## src/rtl/alu.sv

```systemverilog
// Registered 8-operation ALU with 1-cycle latency and a valid strobe.
// Optional Zero/Overflow flag outputs are enabled by defining ALU_FLAGS_EN.
module alu #(
   parameter int WIDTH = 4
) (
   input  logic             clk,
   input  logic             rst,
   input  logic             in_valid,
   input  logic [WIDTH-1:0] A,
   input  logic [WIDTH-1:0] B,
   input  logic [2:0]       ALU_Sel,
   output logic [WIDTH-1:0] ALU_Out,
   output logic             CarryOut,
`ifdef ALU_FLAGS_EN
   output logic             Zero,
   output logic             Overflow,
`endif
   output logic             out_valid
);

   localparam int MSB = WIDTH - 1;

   // Two's-complement overflow from operand and result sign bits only.
   function automatic logic signed_ovf(input logic is_sub, input logic sa,
                                       input logic sb, input logic sr);
      logic sb_eff;
      sb_eff = is_sub ? ~sb : sb;
      return (sa == sb_eff) && (sr != sa);
   endfunction

   // Stage p0: combinational operation, bit WIDTH carries carry/borrow/shifted-out bit
   logic [WIDTH:0] res_p0;
   logic           ovf_p0;

   always_comb begin
      res_p0 = {1'b0, A} + {1'b0, B};
      ovf_p0 = 1'b0;
      case (ALU_Sel)
         3'b000: begin
            res_p0 = {1'b0, A} + {1'b0, B};
            ovf_p0 = signed_ovf(1'b0, A[MSB], B[MSB], res_p0[MSB]);
         end
         3'b001: begin
            res_p0 = {1'b0, A} - {1'b0, B};
            ovf_p0 = signed_ovf(1'b1, A[MSB], B[MSB], res_p0[MSB]);
         end
         3'b010: res_p0 = {1'b0, A & B};
         3'b011: res_p0 = {1'b0, A | B};
         3'b100: res_p0 = {1'b0, A ^ B};
         3'b101: res_p0 = {1'b0, ~A};
         3'b110: res_p0 = {A, 1'b0};
         3'b111: res_p0 = {A[0], 1'b0, A[MSB:1]};
         default: begin
            res_p0 = {1'b0, A} + {1'b0, B};
            ovf_p0 = signed_ovf(1'b0, A[MSB], B[MSB], res_p0[MSB]);
         end
      endcase
   end

   // Stage p1: result registers, loaded only on accepted input
   logic [WIDTH-1:0] out_p1;
   logic             carry_p1;
   logic             zero_p1;
   logic             ovf_p1;
   logic             vld_p1;

   always_ff @(posedge clk) begin
      if (rst) begin
         out_p1   <= '0;
         carry_p1 <= 1'b0;
         zero_p1  <= 1'b0;
         ovf_p1   <= 1'b0;
         vld_p1   <= 1'b0;
      end else begin
         vld_p1 <= in_valid;
         if (in_valid) begin
            out_p1   <= res_p0[MSB:0];
            carry_p1 <= res_p0[WIDTH];
            zero_p1  <= (res_p0[MSB:0] == '0);
            ovf_p1   <= ovf_p0;
         end
      end
   end

   assign ALU_Out   = out_p1;
   assign CarryOut  = carry_p1;
   assign out_valid = vld_p1;

`ifdef ALU_FLAGS_EN
   assign Zero     = zero_p1;
   assign Overflow = ovf_p1;
`else
   logic unused_flags;
   assign unused_flags = zero_p1 ^ ovf_p1;
`endif

endmodule

```

## config.mk

```make
export PLATFORM = sky130hd
export DESIGN_NAME = alu
export DESIGN_NICKNAME = d
export VERILOG_FILES = /design/src/rtl/alu.sv
export SDC_FILE = /design/constraint.sdc
export NUM_CORES = 1
export LEC_CHECK = 0
export CAP_MARGIN = 20
export CORE_MARGIN = 3
export CORE_UTILIZATION = 35
export CTS_CLUSTER_DIAMETER = 120
export DETAILED_ROUTE_END_ITERATION = 16
export SLEW_MARGIN = 10
export SYNTH_ARGS = -nofsm -noshare
export SYNTH_HDL_FRONTEND = slang
export SYNTH_SLANG_ARGS = --single-unit
```

## constraint.sdc

```tcl
create_clock -name clk -period 5.96 [get_ports clk]
set_clock_uncertainty 0.2 [all_clocks]
set_input_delay 1.192 -clock clk [delete_from_list [all_inputs] [get_ports clk]]
set_output_delay 1.192 -clock clk [all_outputs]
set_load 0.03 [all_outputs]
```

# After elaboration in Yosys (flattened, before gate mapping)
# Cells that the tools add are included.
# totals
ff_bits	6
output_inout_bits	6
input_bits	14
wordCells	18
# classes
n_reduce_logical	1
n_eq_ne	7
bitwise_logic	4
n_mux	1
add_sub_neg	2
# op_table
operator	n
$pmux W5 S8	1
$eq A3 B3 Y1 const B	4
$eq A3 B2 Y1 const B	2
$add A4 B4 Y5	1
$sub A4 B4 Y5	1
$and A4 B4 Y4	1
$not A4 Y4	1
$or A4 B4 Y4	1
$xor A4 B4 Y4	1
$eq A3 B1 Y1 const B	1
$logic_not A3 Y1	1

# Depth between registers and ports, before layout
# Gate-level depths: netlist of the first run.
# depth
word_depth	2
ltp_mapped	10
depth_no_buf	9

# Least setup slack after synthesis of the first run
# No wires, ideal clock.
# synth_path
path_kind	in2reg
startpoint	in ALU_Sel[1]
endpoint	reg out_p1[2], in the netlist ALU_Out[2]
slack_ps	2828
cell_stages	10
n_path_buf	1
arrival_ps	2841
setup_time_ps	91
t_required_ps	5669
path_cell_list	buf_6 -> nor2_2 -> nand2_1 -> mux2i_1 -> inv_1 -> fa_1 -> nand2b_1 -> a21oi_1 -> a211o_1 -> a311oi_1
# synth_via
elab_chain_cells	2
word_cells_on_any_way	9
classes_between	eq/ne (7); mux (1); reduce/logical (1)
# synth_lines
item	line_no	text
start: declaration	11	input logic [2:0] ALU_Sel,
$eq A3 B3 Y1 (tied with other cells)	38	case (ALU_Sel)
$pmux W5 S8 (*)	38	
end signal: assignment	77	out_p1 <= res_p0[MSB:0];
end: declaration	61	logic [WIDTH-1:0] out_p1;
# Every way passes the cells marked *; elsewhere a longest branch is shown, timed or not.
# A chain may end at the register's enable or synchronous reset.

# Worst setup path in the final report of the first run
# layout_path
startpoint	in ALU_Sel[2]
endpoint	reg out_p1[2], in the netlist ALU_Out[2]
# Same word-level chain as after synthesis.

==> results of run 1 <==
[registers in the layout, indices dropped and copies added, names as in the netlist]
name / flops
CarryOut: 1
ALU_Out: 4
out_valid: 1
[stage by stage]
stage,total power [mW],setup slack (ns)
final,0.1527,2.172
after global routing,0.1650,1.941
after CTS,0.1546,2.183
after detailed placement,0.1163,1.930
after global placement,0.1168,1.993
after floorplan,0.09271,2.828
[power by group]
group          total, mW  internal, mW  switching, mW  leakage [nW]
clock             0.0372        0.0228         0.0144        0.0138
sequential        0.0448        0.0435        0.00133        0.0496
combinational     0.0707        0.0331         0.0376         0.388
total              0.153        0.0993         0.0534         0.452
[cell families after synthesis]
logic type                 synth area share [%]
muxes                                     6.422
adders and majority gates                 22.32
and+or+nand+nor                           19.11
xor gates and xnor gates                  3.212
DFF                                       14.68
AOI/OAI and AO/OA                         22.48
buffers and inverters                     11.77
[worst paths after layout]
check / to / cells after the start / from / slack [ns]
worst max-delay path: ALU_Out[2]$_SDFFE_PP0P_ / 10 / ALU_Sel[2] / 2.17
worst min-delay path: ALU_Out[0]$_SDFFE_PP0P_ / 2 / ALU_Out[0]$_SDFFE_PP0P_ / 0.28
worst max register to register: CarryOut$_SDFFE_PP0P_ / 3 / CarryOut$_SDFFE_PP0P_ / 4.95
worst min register to register: ALU_Out[0]$_SDFFE_PP0P_ / 2 / ALU_Out[0]$_SDFFE_PP0P_ / 0.28
[per-layer routing]
layer	up-vias	share of wire, %	wire [um]	GRT usage (%)
li1	388	-	-	-
met2	20	48	840	21.51
met5	-	0	0	0
met1	324	44	768	17.56
met4	0	1.7	30	7.054
met3	3	6.5	114	1.362
[synthesized netlist by cell type]
master	n
sky130_fd_sc_hd__a211o_1	1
sky130_fd_sc_hd__a211oi_1	1
sky130_fd_sc_hd__a21oi_1	6
sky130_fd_sc_hd__a221oi_1	1
sky130_fd_sc_hd__a311oi_1	1
sky130_fd_sc_hd__a31oi_1	2
sky130_fd_sc_hd__a41oi_1	1
sky130_fd_sc_hd__and2_1	1
sky130_fd_sc_hd__and2b_1	2
sky130_fd_sc_hd__and4_1	1
sky130_fd_sc_hd__buf_2	2
sky130_fd_sc_hd__buf_6	3
sky130_fd_sc_hd__dfxtp_1	6
sky130_fd_sc_hd__fa_1	1
sky130_fd_sc_hd__ha_1	13
sky130_fd_sc_hd__inv_1	13
sky130_fd_sc_hd__inv_2	1
sky130_fd_sc_hd__mux2i_1	3
sky130_fd_sc_hd__mux4_2	1
sky130_fd_sc_hd__nand2_1	10
sky130_fd_sc_hd__nand2b_1	4
sky130_fd_sc_hd__nand3_1	1
sky130_fd_sc_hd__nand3b_1	3
sky130_fd_sc_hd__nor2_1	6
sky130_fd_sc_hd__nor2_2	1
sky130_fd_sc_hd__nor3b_1	1
sky130_fd_sc_hd__o2111ai_1	1
sky130_fd_sc_hd__o211ai_1	1
sky130_fd_sc_hd__o21ai_0	5
sky130_fd_sc_hd__o311ai_1	1
sky130_fd_sc_hd__o311ai_2	1
sky130_fd_sc_hd__o31ai_1	1
sky130_fd_sc_hd__o32ai_1	1
sky130_fd_sc_hd__o32ai_2	1
sky130_fd_sc_hd__xnor2_1	2
sky130_fd_sc_hd__xor2_1	1
[tightest hold or removal path, delay by kind of cell (launching register included)]
family / cells / cell delay, ns
AOI/OAI and AO/OA: 1 / 0.06
DFF: 1 / 0.30
and+or+nand+nor: 1 / 0.06
[layout make-up]
cell class | instances | area, um^2 | area share (%)
multi-input cells | 76 | 601.8 | 58.95
repair buffers | 19 | 190.2 | 18.63
flip-flops and latches | 6 | 120.1 | 11.76
inverters | 14 | 52.55 | 5.147
well taps | 27 | 33.78 | 3.309
clock buffers | 3 | 22.52 | 2.206
==> flow_summary.yaml, run 1 <==
die:
  placeableCoreArea_um2: 2082
  initial_utilization_pct: 39.30
  io_pins: 20
  die-width_um: 54.35
  die_area_um2: 2954
  chipHeight_um: 54.35
  site_row_count: 16
clocking:
  post_cts_buffers: 0
  cts_max_path_buffers: 2
  clock_tree_from_tritoncts: "built"
  clock_buffer_count_from_cts: 3
  clock_tree.root_cell: "sky130_fd_sc_hd__clkbuf_4"
  holdBufCountCts: 0
  clk-insertion-delay-late_ns: 0.25
  clock-sinks: 6
  clkTransAtPathRegs_ns: 0.04
  h_tree_depth: 1
  cts_resized: 0
power:
  cellLeakagePower_nw: 0.4516
  power_density_nw_per_um2: 149.5
  ir_drop_uv: 75.34
timing:
  worst_pin_slew_ns: 0.5583
  rsz0062_at_grt: "no"
  fmax_achieved_ghz: 0.2640
  final-max-slew-violation-count: 0
  hold-worst-slack_ns: 0.2784
  worst_slew_margin_rel_pct: 62.66
  post-route-min-period_ns: 3.788
  final-setup-viol-count: 0
  summed_negative_setup_slack_over_all_endpoints_ns: 0
  finalCritPeriodShare_pct: 63.55
  final_hold_viol_count: 0
critical_path:
  cp_data_required_time_ns: 5.92
  worst_path_dominant_cell_family: "buffers and inverters"
  cp_slowest_cell: "sky130_fd_sc_hd__clkdlybuf4s50_1"
  cp-start-kind: "input port"
  setup.worst_path.class: "input port to register"
  crit_arrival_ns: 3.74
  worstPathCellList: "clkdlybuf4s50_1 > nor2_2 > nand2_1 > mux2i_1 > inv_1 > fa_1 > nand2b_1 > a21oi_1 > a211o_1 > a311oi_1"
  critical-path-max-stage-delay_ns: 0.69
  endpoint_kind_of_the_worst_setup_timing_path: "register"
  timing.critical_path.buf_inv: 2
  worst-path-max-fanout: 16
layout:
  most-common-layout-cells: "sky130_fd_sc_hd__clkdlybuf4s50_1, sky130_fd_sc_hd__inv_1, sky130_fd_sc_hd__ha_1"
  instances_no_fill: 145
  nFillCells: 213
  fin_nets: 148
  commonest_non_fill_non_tap_cell_in_the_layout: "sky130_fd_sc_hd__clkdlybuf4s50_1"
  insertedDiodeCount: 0
  postLayoutCellArea_um2: 1021
  post_route_cells_drive_above_1_share_pct: 6.780
  finalCoreUtilization_pct: 49.04
  flow.area_growth_from_synthesis_pct: 24.77
placed_design:
  port_buf_inserts: 19
  place.detailed.hpwl_um: 1463
  dp_cells: 142
  postPlaceCellArea_um2: 998.5
  last_weighted_congestion_value_of_the_routability_driven_placer: 0.8082
grt:
  overflow: 0
  vias_in_the_first_global_route: 664
  largest_net_degree_at_the_start_of_global_routing: 19
  number_of_antenna_violations_at_the_first_check_in_global_routing: 0
  grt_pass1_wl_um: 2939
  grtUsageTotal_pct: 13.42
yosys:
  syn_area_um2: 818.3
  synth.yosys.seq_area_share_pct: 14.68
  yosys.area.top_type: "sky130_fd_sc_hd__ha_1"
  synth.distinct_cells: 36
  syn_nets: 129
  synth-warning-count: 0
  synthCells: 101
  synthTopCellsByArea: "sky130_fd_sc_hd__ha_1, sky130_fd_sc_hd__dfxtp_1, sky130_fd_sc_hd__inv_1, sky130_fd_sc_hd__nand2_1, sky130_fd_sc_hd__buf_6"
  synth_top_cell_area_share_pct: 19.88
  post_synth.cell_area_avg_um2: 8.102
  postSynthRegisterBits: 6
drt:
  final_antenna_net_count: 0
  drt-wirelength-per-cell_um: 12.09
  via_total_after_detailed_routing: 735
  drt_pre_antenna_iters: 4
  drt_wl_total_um: 1753
  drcViolationCount: 0
  drt_iter0_markers: 7
  dr_vias_cell: 5.069
flow_run:
  cap_viol_max_count: 0
hold_path:
  hp-class: "register to register"
run_status:
  outcome: "finished, final reports clean"
Note: power is estimated with default switching activity, not from simulation.
==> inputs of run 2 (changes only) <==
- clock period: 5.96 -> 3.3 ns (I/O delays scaled with it)
==> run 2 against run 1 <==
Core utilization up 1.4 points. Register-to-register slack got worse by 2.7 ns. Total power is 83% higher. Sequential share of layout area down 0.34 points. Flip-flop and latch count did not move. Worst setup slack worse by 1.8 ns. Critical endpoint unchanged. Clock power is 78% higher. First-iteration DRC count increased by 140%. Via count grew 2.0%. Highest routed layer unchanged. Die area unchanged.
==> flow_summary.yaml, run 2 (same netlist as run 1, synthesis figures left out) <==
clocking:
  clock-sinks: 6
  h_tree_depth: 1
  cts_resized: 0
  clkTransAtPathRegs_ns: 0.04
  cts_max_path_buffers: 2
  clock_buffer_count_from_cts: 3
  post_cts_buffers: 0
  clock_tree_from_tritoncts: "built"
  clock_tree.root_cell: "sky130_fd_sc_hd__clkbuf_4"
  holdBufCountCts: 0
  clk-insertion-delay-late_ns: 0.24
power:
  power_density_nw_per_um2: 266.4
  cellLeakagePower_nw: 0.4712
  ir_drop_uv: 130.0
timing:
  hold-worst-slack_ns: 0.2738
  fmax_achieved_ghz: 0.3405
  summed_negative_setup_slack_over_all_endpoints_ns: 0
  final-max-slew-violation-count: 0
  final-setup-viol-count: 0
  rsz0062_at_grt: "no"
  final_hold_viol_count: 0
  worst_slew_margin_rel_pct: 73.05
  finalCritPeriodShare_pct: 89.01
  post-route-min-period_ns: 2.937
  worst_pin_slew_ns: 0.3980
layout:
  post_route_cells_drive_above_1_share_pct: 9.836
  insertedDiodeCount: 0
  nFillCells: 222
  largest_register_ffs: 4
  commonest_non_fill_non_tap_cell_in_the_layout: "sky130_fd_sc_hd__clkdlybuf4s50_1"
  finalCoreUtilization_pct: 50.48
  most-common-layout-cells: "sky130_fd_sc_hd__clkdlybuf4s50_1, sky130_fd_sc_hd__inv_1, sky130_fd_sc_hd__ha_1"
  fin_nets: 152
  flow.area_growth_from_synthesis_pct: 28.44
critical_path:
  cp-start-kind: "input port"
  setup.worst_path.class: "input port to register"
  cp_slowest_cell: "sky130_fd_sc_hd__clkdlybuf4s50_1"
  endpoint_kind_of_the_worst_setup_timing_path: "register"
  cpMostUsedCell: "sky130_fd_sc_hd__inv_1"
  worst_r2r_path_depth: 3
  crit_arrival_ns: 2.89
  critical-path-max-stage-delay_ns: 0.53
  cp_data_required_time_ns: 3.25
  worst-path-max-fanout: 4
  worstPathCellList: "clkdlybuf4s50_1 > inv_1 > ha_1 > mux2i_1 > inv_1 > fa_1 > nand2b_1 > a21oi_1 > a211o_1 > a311oi_1"
drt:
  via_total_after_detailed_routing: 750
  drt-wirelength-per-cell_um: 12.62
  drt_wl_total_um: 1881
  drt_pre_antenna_iters: 4
  final_antenna_net_count: 0
  dr_vias_cell: 5.034
  drcViolationCount: 0
  drt_iter0_markers: 17
die:
  die-width_um: 54.35
  site_row_count: 16
  placeableCoreArea_um2: 2082
  initial_utilization_pct: 39.30
  die_area_um2: 2954
  io_pins: 20
  chipHeight_um: 54.35
grt:
  overflow: 0
  grt_pass1_wl_um: 3339
  largest_net_degree_at_the_start_of_global_routing: 18
  grtUsageTotal_pct: 15.55
  vias_in_the_first_global_route: 734
  number_of_antenna_violations_at_the_first_check_in_global_routing: 0
placed_design:
  place.detailed.hpwl_um: 1618
  port_buf_inserts: 19
  last_weighted_congestion_value_of_the_routability_driven_placer: 0.7510
hold_path:
  hp-class: "register to register"
  min_delay_path_depth: 2
run_status:
  outcome: "finished, final reports clean"
flow_run:
  cap_viol_max_count: 0
[run 2: cell count changes in the layout (fill, tap and decap cells not counted), sizes merged]
| cell | delta |
|---|---|
| buf | +4 |
[run 2: worst max-delay path: cells and delay by family]
family	cells	cell delay (ns)
buffers and inverters	3	0.69
AO/OA/AOI/OAI	3	0.56
AND/OR/NAND/NOR	1	0.08
multiplexers	1	0.19
adder cells (fa/ha/maj)	2	0.70
[run 2: path summary, 6_finish.rpt]
| check | endpoint | startpoint | slack, ns |
|---|---|---|---|
| setup reg to reg | CarryOut$_SDFFE_PP0P_ | CarryOut$_SDFFE_PP0P_ | 2.29 |
| hold reg to reg | ALU_Out[1]$_SDFFE_PP0P_ | ALU_Out[1]$_SDFFE_PP0P_ | 0.27 |
| hold / removal | ALU_Out[1]$_SDFFE_PP0P_ | ALU_Out[1]$_SDFFE_PP0P_ | 0.27 |
| setup / recovery | ALU_Out[2]$_SDFFE_PP0P_ | B[0] | 0.36 |
[run 2: power breakdown]
part | leakage, nW | internal [mW] | total [mW] | switching (mW)
logic | 0.408 | 0.0631 | 0.133 | 0.0698
clock network | 0.0138 | 0.0410 | 0.0661 | 0.0250
registers | 0.0496 | 0.0785 | 0.0811 | 0.00255
total | 0.471 | 0.183 | 0.280 | 0.0974
[run 2: metal layers]
layer	global-route usage, %	routed length [um]
met1	18.96	820
met4	4.979	19
met3	1.362	103
met5	0	0
met2	28.29	939
[run 2: final cells by class]
| type | count | area [um^2] | share of cell area, % |
|---|---|---|---|
| timing repair buffer | 23 | 220.2 | 20.95 |
| sequential | 6 | 120.1 | 11.43 |
| clock buffer | 3 | 22.52 | 2.143 |
| inverter | 14 | 52.55 | 5.000 |
| multi-input combinational | 76 | 601.8 | 57.26 |
| tap | 27 | 33.78 | 3.214 |
[run 2: metrics by stage]
step	area (um^2)	worst slack [ns]	total power [mW]	instances
2_1_floorplan	818.3	0.7000	0.1674	101
3_3_place_gp	1028	0.1425	0.2148	146
3_5_place_dp	1028	0.09971	0.2153	146
4_1_cts	1051	0.3436	0.2836	149
5_1_grt	1051	0.1767	0.3045	149
6_report	1051	0.3628	0.2800	149
